<file path="src/rtl/pc_sequencer.sv">
// Control-flow sequencer driving the PC jump interface (hold/branch/jump/call/return).
// Define PC_SEQUENCER_RAS_EN to build the return-address stack and call/ret support.
module pc_sequencer #(
   parameter int width     = 12,
   parameter int RAS_DEPTH = 4
) (
   input  logic                             clk,
   input  logic                             reset,
   input  logic                             start,
   input  logic                             busy,
   input  logic                             halt,
   input  logic                             br_rel,
   input  logic                             br_cond,
   input  logic                             jmp_abs,
   input  logic                             call,
   input  logic                             ret,
   input  logic [width-1:0]                 offset,
   input  logic [width-1:0]                 prog_ctr,
   output logic                             reljump_en,
   output logic                             absjump_en,
   output logic [width-1:0]                 target,
   output logic                             done,
   output logic                             fault,
   output logic [$clog2(RAS_DEPTH+1)-1:0]   ras_count
);
   localparam int CW = $clog2(RAS_DEPTH+1);

   typedef enum logic [1:0] {IDLE, RUN, HALT, FAULT} state_t;
   state_t state, state_nxt;

`ifdef PC_SEQUENCER_RAS_EN
   localparam int AW = (RAS_DEPTH > 1) ? $clog2(RAS_DEPTH) : 1;
   logic [width-1:0] ras_mem [0:(1<<AW)-1];
   logic [CW-1:0]    count;
   logic             push, pop, ras_empty, ras_full;
   logic [width-1:0] ras_top;

   assign ras_empty = (count == '0);
   assign ras_full  = (count == CW'(RAS_DEPTH));
   // Top read index wraps when empty; that path always faults so the value is never used.
   assign ras_top   = ras_mem[AW'(count - 1'b1)];
   assign ras_count = count;

   always_ff @(posedge clk) begin
      if (push) ras_mem[AW'(count)] <= prog_ctr + 1'b1;
   end

   always_ff @(posedge clk or negedge reset) begin
      if (!reset)    count <= '0;
      else if (push) count <= count + 1'b1;
      else if (pop)  count <= count - 1'b1;
   end
`else
   logic unused_pc;
   assign unused_pc = ^prog_ctr;
   assign ras_count = '0;
`endif

   always_comb begin
      reljump_en = 1'b1;
      absjump_en = 1'b0;
      target     = '0;
      state_nxt  = state;
`ifdef PC_SEQUENCER_RAS_EN
      push       = 1'b0;
      pop        = 1'b0;
`endif
      case (state)
         IDLE, HALT: if (start) state_nxt = RUN;
         RUN: begin
            if (busy) begin
               state_nxt = RUN;
            end else if (halt) begin
               state_nxt = HALT;
            end else if (ret) begin
`ifdef PC_SEQUENCER_RAS_EN
               if (ras_empty) begin
                  state_nxt = FAULT;
               end else begin
                  pop        = 1'b1;
                  reljump_en = 1'b0;
                  absjump_en = 1'b1;
                  target     = ras_top;
               end
`else
               state_nxt = FAULT;
`endif
`ifdef PC_SEQUENCER_RAS_EN
            end else if (call) begin
               if (ras_full) begin
                  state_nxt = FAULT;
               end else begin
                  push       = 1'b1;
                  reljump_en = 1'b0;
                  absjump_en = 1'b1;
                  target     = offset;
               end
            end else if (jmp_abs) begin
`else
            end else if (call || jmp_abs) begin
`endif
               reljump_en = 1'b0;
               absjump_en = 1'b1;
               target     = offset;
            end else if (br_rel && br_cond) begin
               target     = offset;
            end else begin
               reljump_en = 1'b0;
            end
         end
         default: state_nxt = state;
      endcase
   end

   always_ff @(posedge clk or negedge reset) begin
      if (!reset) begin
         state <= IDLE;
         done  <= 1'b0;
         fault <= 1'b0;
      end else begin
         state <= state_nxt;
         done  <= (state_nxt == HALT);
         fault <= (state_nxt == FAULT);
      end
   end
endmodule

</file>
<file path="config.mk">
export PLATFORM = sky130hd
export DESIGN_NAME = pc_sequencer
export DESIGN_NICKNAME = d
export VERILOG_FILES = /design/src/rtl/pc_sequencer.sv
export SDC_FILE = /design/constraint.sdc
export NUM_CORES = 1
export LEC_CHECK = 0
export CAP_MARGIN = 20
export CORE_MARGIN = 3
export CORE_UTILIZATION = 21
export CTS_BUF_LIST = sky130_fd_sc_hd__clkbuf_8
export DETAILED_ROUTE_END_ITERATION = 7
export HOLD_SLACK_MARGIN = 0.06
export MAX_ROUTING_LAYER = met4
export PLACE_DENSITY = 0.8
export SETUP_SLACK_MARGIN = 0.02
export SLEW_MARGIN = 40
export SYNTH_ARGS = -nofsm -noshare
export SYNTH_HDL_FRONTEND = slang
export SYNTH_SLANG_ARGS = --single-unit
</file>
<file path="constraint.sdc">
create_clock -name clk -period 1.86 [get_ports clk]
set_input_delay 0.465 -clock clk [delete_from_list [all_inputs] [get_ports clk]]
set_output_delay 0.465 -clock clk [all_outputs]
set_load 0.03 [all_outputs]
</file>
; ---- Word level (Yosys, flattened, before mapping)
; Cells that the tools add are included.
[classes]
bitwise_logic = 0
mux = 22
magnitude_cmp = 0
n_div = 0
shifts = 0
reduce_logical = 4
n_addsub = 0
multipliers = 0
n_eq_ne = 4
[ops]
columns = operator, count
row1 = 2-to-1 mux 12 bit, 6
row2 = 2-to-1 mux 1 bit, 11
row3 = 2-to-1 mux 2 bit, 4
row4 = == test 2 bit (second input constant), 3
row5 = one-hot mux 2 bit (2 select lines), 1
row6 = == test 2 x 1 -> 1 bit (second input constant), 1
row7 = logical NOT 2 bit, 1
row8 = OR reduction 2 bit, 1
row9 = logical AND 1 bit, 1
row10 = logical OR 1 bit, 1
[totals]
output_inout_bits = 19
regBits = 4
romBits = 0
memories = 0
latch_bits = 0
ram_bits = 0

; ---- Logic depth before layout (Yosys ltp)
[logic_depth]
word_depth = 7
mapped_depth = 4

; ---- Worst setup path after synthesis
; Ideal clock, no wire load.
[synth_timing]
path_kind = in2out
start = input halt
end = output target[10]
stages = 4
path_slack_ps = 35
arrival_ps = 1360
required_time_ps = 1395
path_buffers = 1
path_cell_list = nor2_1 > nor4b_2 > buf_4 > and2_1
[synth_via]
elab_chain_len = 3
[synth_lines]
columns = item, line
row1 = "start, declared", 11  ; input logic halt,
row2 = 2-to-1 mux 12 bit, 73  ; end else if (halt) begin
row3 = 2-to-1 mux 12 bit, 71  ; if (busy) begin
row4 = 2-to-1 mux 12 bit, 68  ; case (state)
row5 = "end, declared", 21  ; output logic [width-1:0] target,
; Every way passes these cells.

==> metrics list <==
- The area growth from synthesis to layout is 165%.
- STA classifies the critical path startpoint as a flip-flop.
- Hold is met by 0.447 ns.
- Width of the chip: 44.3 µm
- The cell area that synthesis handed to floorplanning was 308 µm².
* Post-Synthesis Mean Instance Area: 8.10 µm²
* Wire length per cell after detailed routing: 13.1 µm
* Reg2Reg Capture Point: fault$_DFF_PN0_
- Effective utilization at floorplan: 23.1%
* Number of fillers in the final layout: 115
- Number of vias in the routed layout: 434
- DIE HEIGHT: 44.3 µm
- Finished layout cell area: 816 µm²
* Setup repair after global routing missed its margin: true
- Hold violation count in the final report: 0
- In this run the core area contains 13 standard-cell rows.
- Tmin final: 1.91 ns
- Worst-case setup margin in the final layout: -0.0494 ns
* Post-synth EDFFs: 0
- After synthesis, flip-flops and latches occupy 32.5% of the total area.
- MaxCap Viol Count: 0
- Endpoint kind of the worst setup timing path: primary output
- Global-route wire length before repair: 2.02 mm
* Latest clock arrival within the worst-skew pair: 0.21 ns
- Startpoint of the most critical register-to-register path: state[0]$_DFF_PN0_
* Max clock buf depth: 2
- Adding up every negative setup slack in the final design gives -0.449 ns.
- For the worst setup path, the data required time is 1.39 ns.
* CTS Buf Count: 3
- Via density per instance: 4.38
- Number of cells in the design after placement: 92
- Entering global routing, the biggest net connects 7 pins.
* Cells traversed along the worst timing path: nor4b_4 > buf_4 > and2_4 > buf_6
- After the first detailed-routing iteration, the DRC count stood at 4.
* Share of post-route cells with drive strength above 1: 57.1%
* Cell types with the highest counts after synthesis: sky130_fd_sc_hd__and2_1 (12), sky130_fd_sc_hd__nor2_1 (6), sky130_fd_sc_hd__buf_4 (4), sky130_fd_sc_hd__dfrtp_1 (4)
- Hpwl dp: 846 µm
* Outcome: finished with violations
* Synthesis-stage register bit count: 4
* Number of iterations in the first detailed-routing pass: 3
- Slowest stage delay, CP: 0.42 ns
* Clock-pin slew reported for the worst setup and hold paths after clock tree synthesis: 0.03 ns
- Post-route non-filler standard cell count: 99
- Boundary pin count: 53
- Maximum achievable frequency: 0.524 GHz
- For this run, the post-layout net count is 120.
- Class of the tightest hold or removal check: in2async
- Setup slack, reg-to-reg: 0.65 ns
- DP Area: 669 µm²
- Vias in the first global route: 449
- Yosys instantiated no cell more often than sky130_fd_sc_hd__and2_1.
- Critical path type: reg2out
- The worst-case IR drop observed on VDD is 0.273 mV.
- Number of cells traversed by the worst register-to-register path: 4
- TritonCTS built the clock tree.
* Leakage power of the design: 0.000379 µW
* Final worst path period share: 103%
* Clk_skew: 0.00130 ns
* Post-Syn Instances: 38
- Total length of routed wires: 1.30 mm
- Top cell type's share of synthesized area: 32.5%
- Yosys printed 0 warnings.
* Clock root buffer: sky130_fd_sc_hd__clkbuf_8
* Critical path endpoint: target[9]
- The max-slew violation total from the final report is 0.
* Antenna violation net count after detailed routing: 0
* Slowest cell on the critical path: sky130_fd_sc_hd__dfrtp_1
- Power spread over the standard cell area amounts to 415 nW/µm².
- The initial antenna violation count is 0.
* Routability-driven placement congestion ratio: 0.757
- Core box area: 1330 µm²
- Worst Path Arrival: 1.44 ns
- Largest cells by area after synthesis: sky130_fd_sc_hd__dfrtp_1 (33%), sky130_fd_sc_hd__and2_1 (24%), sky130_fd_sc_hd__buf_4 (9.8%), sky130_fd_sc_hd__nor2_1 (7.3%), sky130_fd_sc_hd__nor4b_2 (4.9%)
- Largest fanout on the critical path: 6
- Largest area contributor in the synthesized netlist: sky130_fd_sc_hd__dfrtp_1
* Pre-CTS worst setup slack: -0.699 ns
- Die outline area: 1960 µm²
- The tree built by TritonCTS fans out to 4 sinks.
- Total of endpoints with negative setup slack in the final report: 12
* DRC violation count after routing: 0
- All-Layer GR Usage: 15.2%
- Failing checks: negative setup slack
- In the synthesized netlist the dominant register cell turns out to be sky130_fd_sc_hd__dfrtp_1.
- PortBufs: 37
- Unique masters post-synth: 14
* Sum of overflow across all layers after global routing: 0
- Ant. Diodes: 0
- After synthesis, the share of flip-flops with an asynchronous set or reset is 100%.
- CTS built an H-tree with a depth of 1.
==> kinds of logic (layout without fill, tap and decap cells) <==
family | after synthesis | count (layout) | share of synthesized area, %
flip-flops | 4 | 4 | 32.5
AND/OR/NAND/NOR | 25 | 25 | 48.0
AO/OA/AOI/OAI | 3 | 3 | 7.32
buffers and inverters | 5 | 49 | 11.0
other | 1 | 3 | 1.22
==> area by class of cell <==
class	count	area [µm²]	share of cell area (%)
sequential	4	100	12.3
inverter	1	3.75	0.460
tap	15	18.8	2.30
timing repair buffer	45	412	50.5
clock buffer	3	41.3	5.06
multi-input combinational	31	240	29.4
==> power breakdown <==
group / switching, µW / leakage [µW] / internal, µW
registers: 0.0799 / 0.0000402 / 87.8
clock network: 42.3 / 0.0000216 / 138
logic: 26.3 / 0.000317 / 44.7
total: 68.7 / 0.000379 / 270
==> stage by stage <==
stage,power (µW),util [%]
detailed placement,155,50.2
global placement,154,50.2
global route,353,61.2
CTS,339,61.2
finish,339,61.2
floorplan,108,-
==> how the worst min path moves through the flow <==
stage | end | cells after the start | start
finish | state[0]$_DFF_PN0_ | 1 | reset
floorplan | async pin | 0 | reset
detailed placement | flip-flop | 2 | flip-flop
global route | done$_DFF_PN0_ | 1 | reset
CTS | state[0]$_DFF_PN0_ | 1 | reset
global placement | flip-flop | 2 | flip-flop
==> cells in the final DEF (no fill, tap or decap), drive strengths merged <==
master,instances
clkdlybuf4s50,16
a2bb2oi,1
and2,12
conb,3
buf,29
nor2,6
a211oi,1
nand2b,2
dfrtp,4
clkbuf,3
nor4b,1
nor2b,1
inv,1
nand3,2
nand4,1
a31oi,1
==> worst max-delay path: cells and delay by family (launching register included) <==
kind	cells	cell delay (ns)
DFF	1	0.42
buffers and inverters	2	0.32
and+or+nand+nor	2	0.49
==> per-layer routing <==
metal / vias up / track usage (%) / share of wire (%)
li1: 210 / - / -
met1: 186 / 12.6 / 31
met2: 32 / 27.9 / 53
met3: 6 / 6.10 / 12
met4: 0 / 9.04 / 3.2
met5: - / - / 0
==> timing repair <==
item / in CTS / in global routing
pin swaps: 15 / 4
endpoints found under the setup margin: 14 / 13
cloned: 1 / 0
endpoints found under the hold margin: 0 / 0
hold buffers: 0 / 0
gates resized for setup: 56 / 3
setup buffers: 2 / 1
Note: power is estimated with default switching activity, not from simulation.
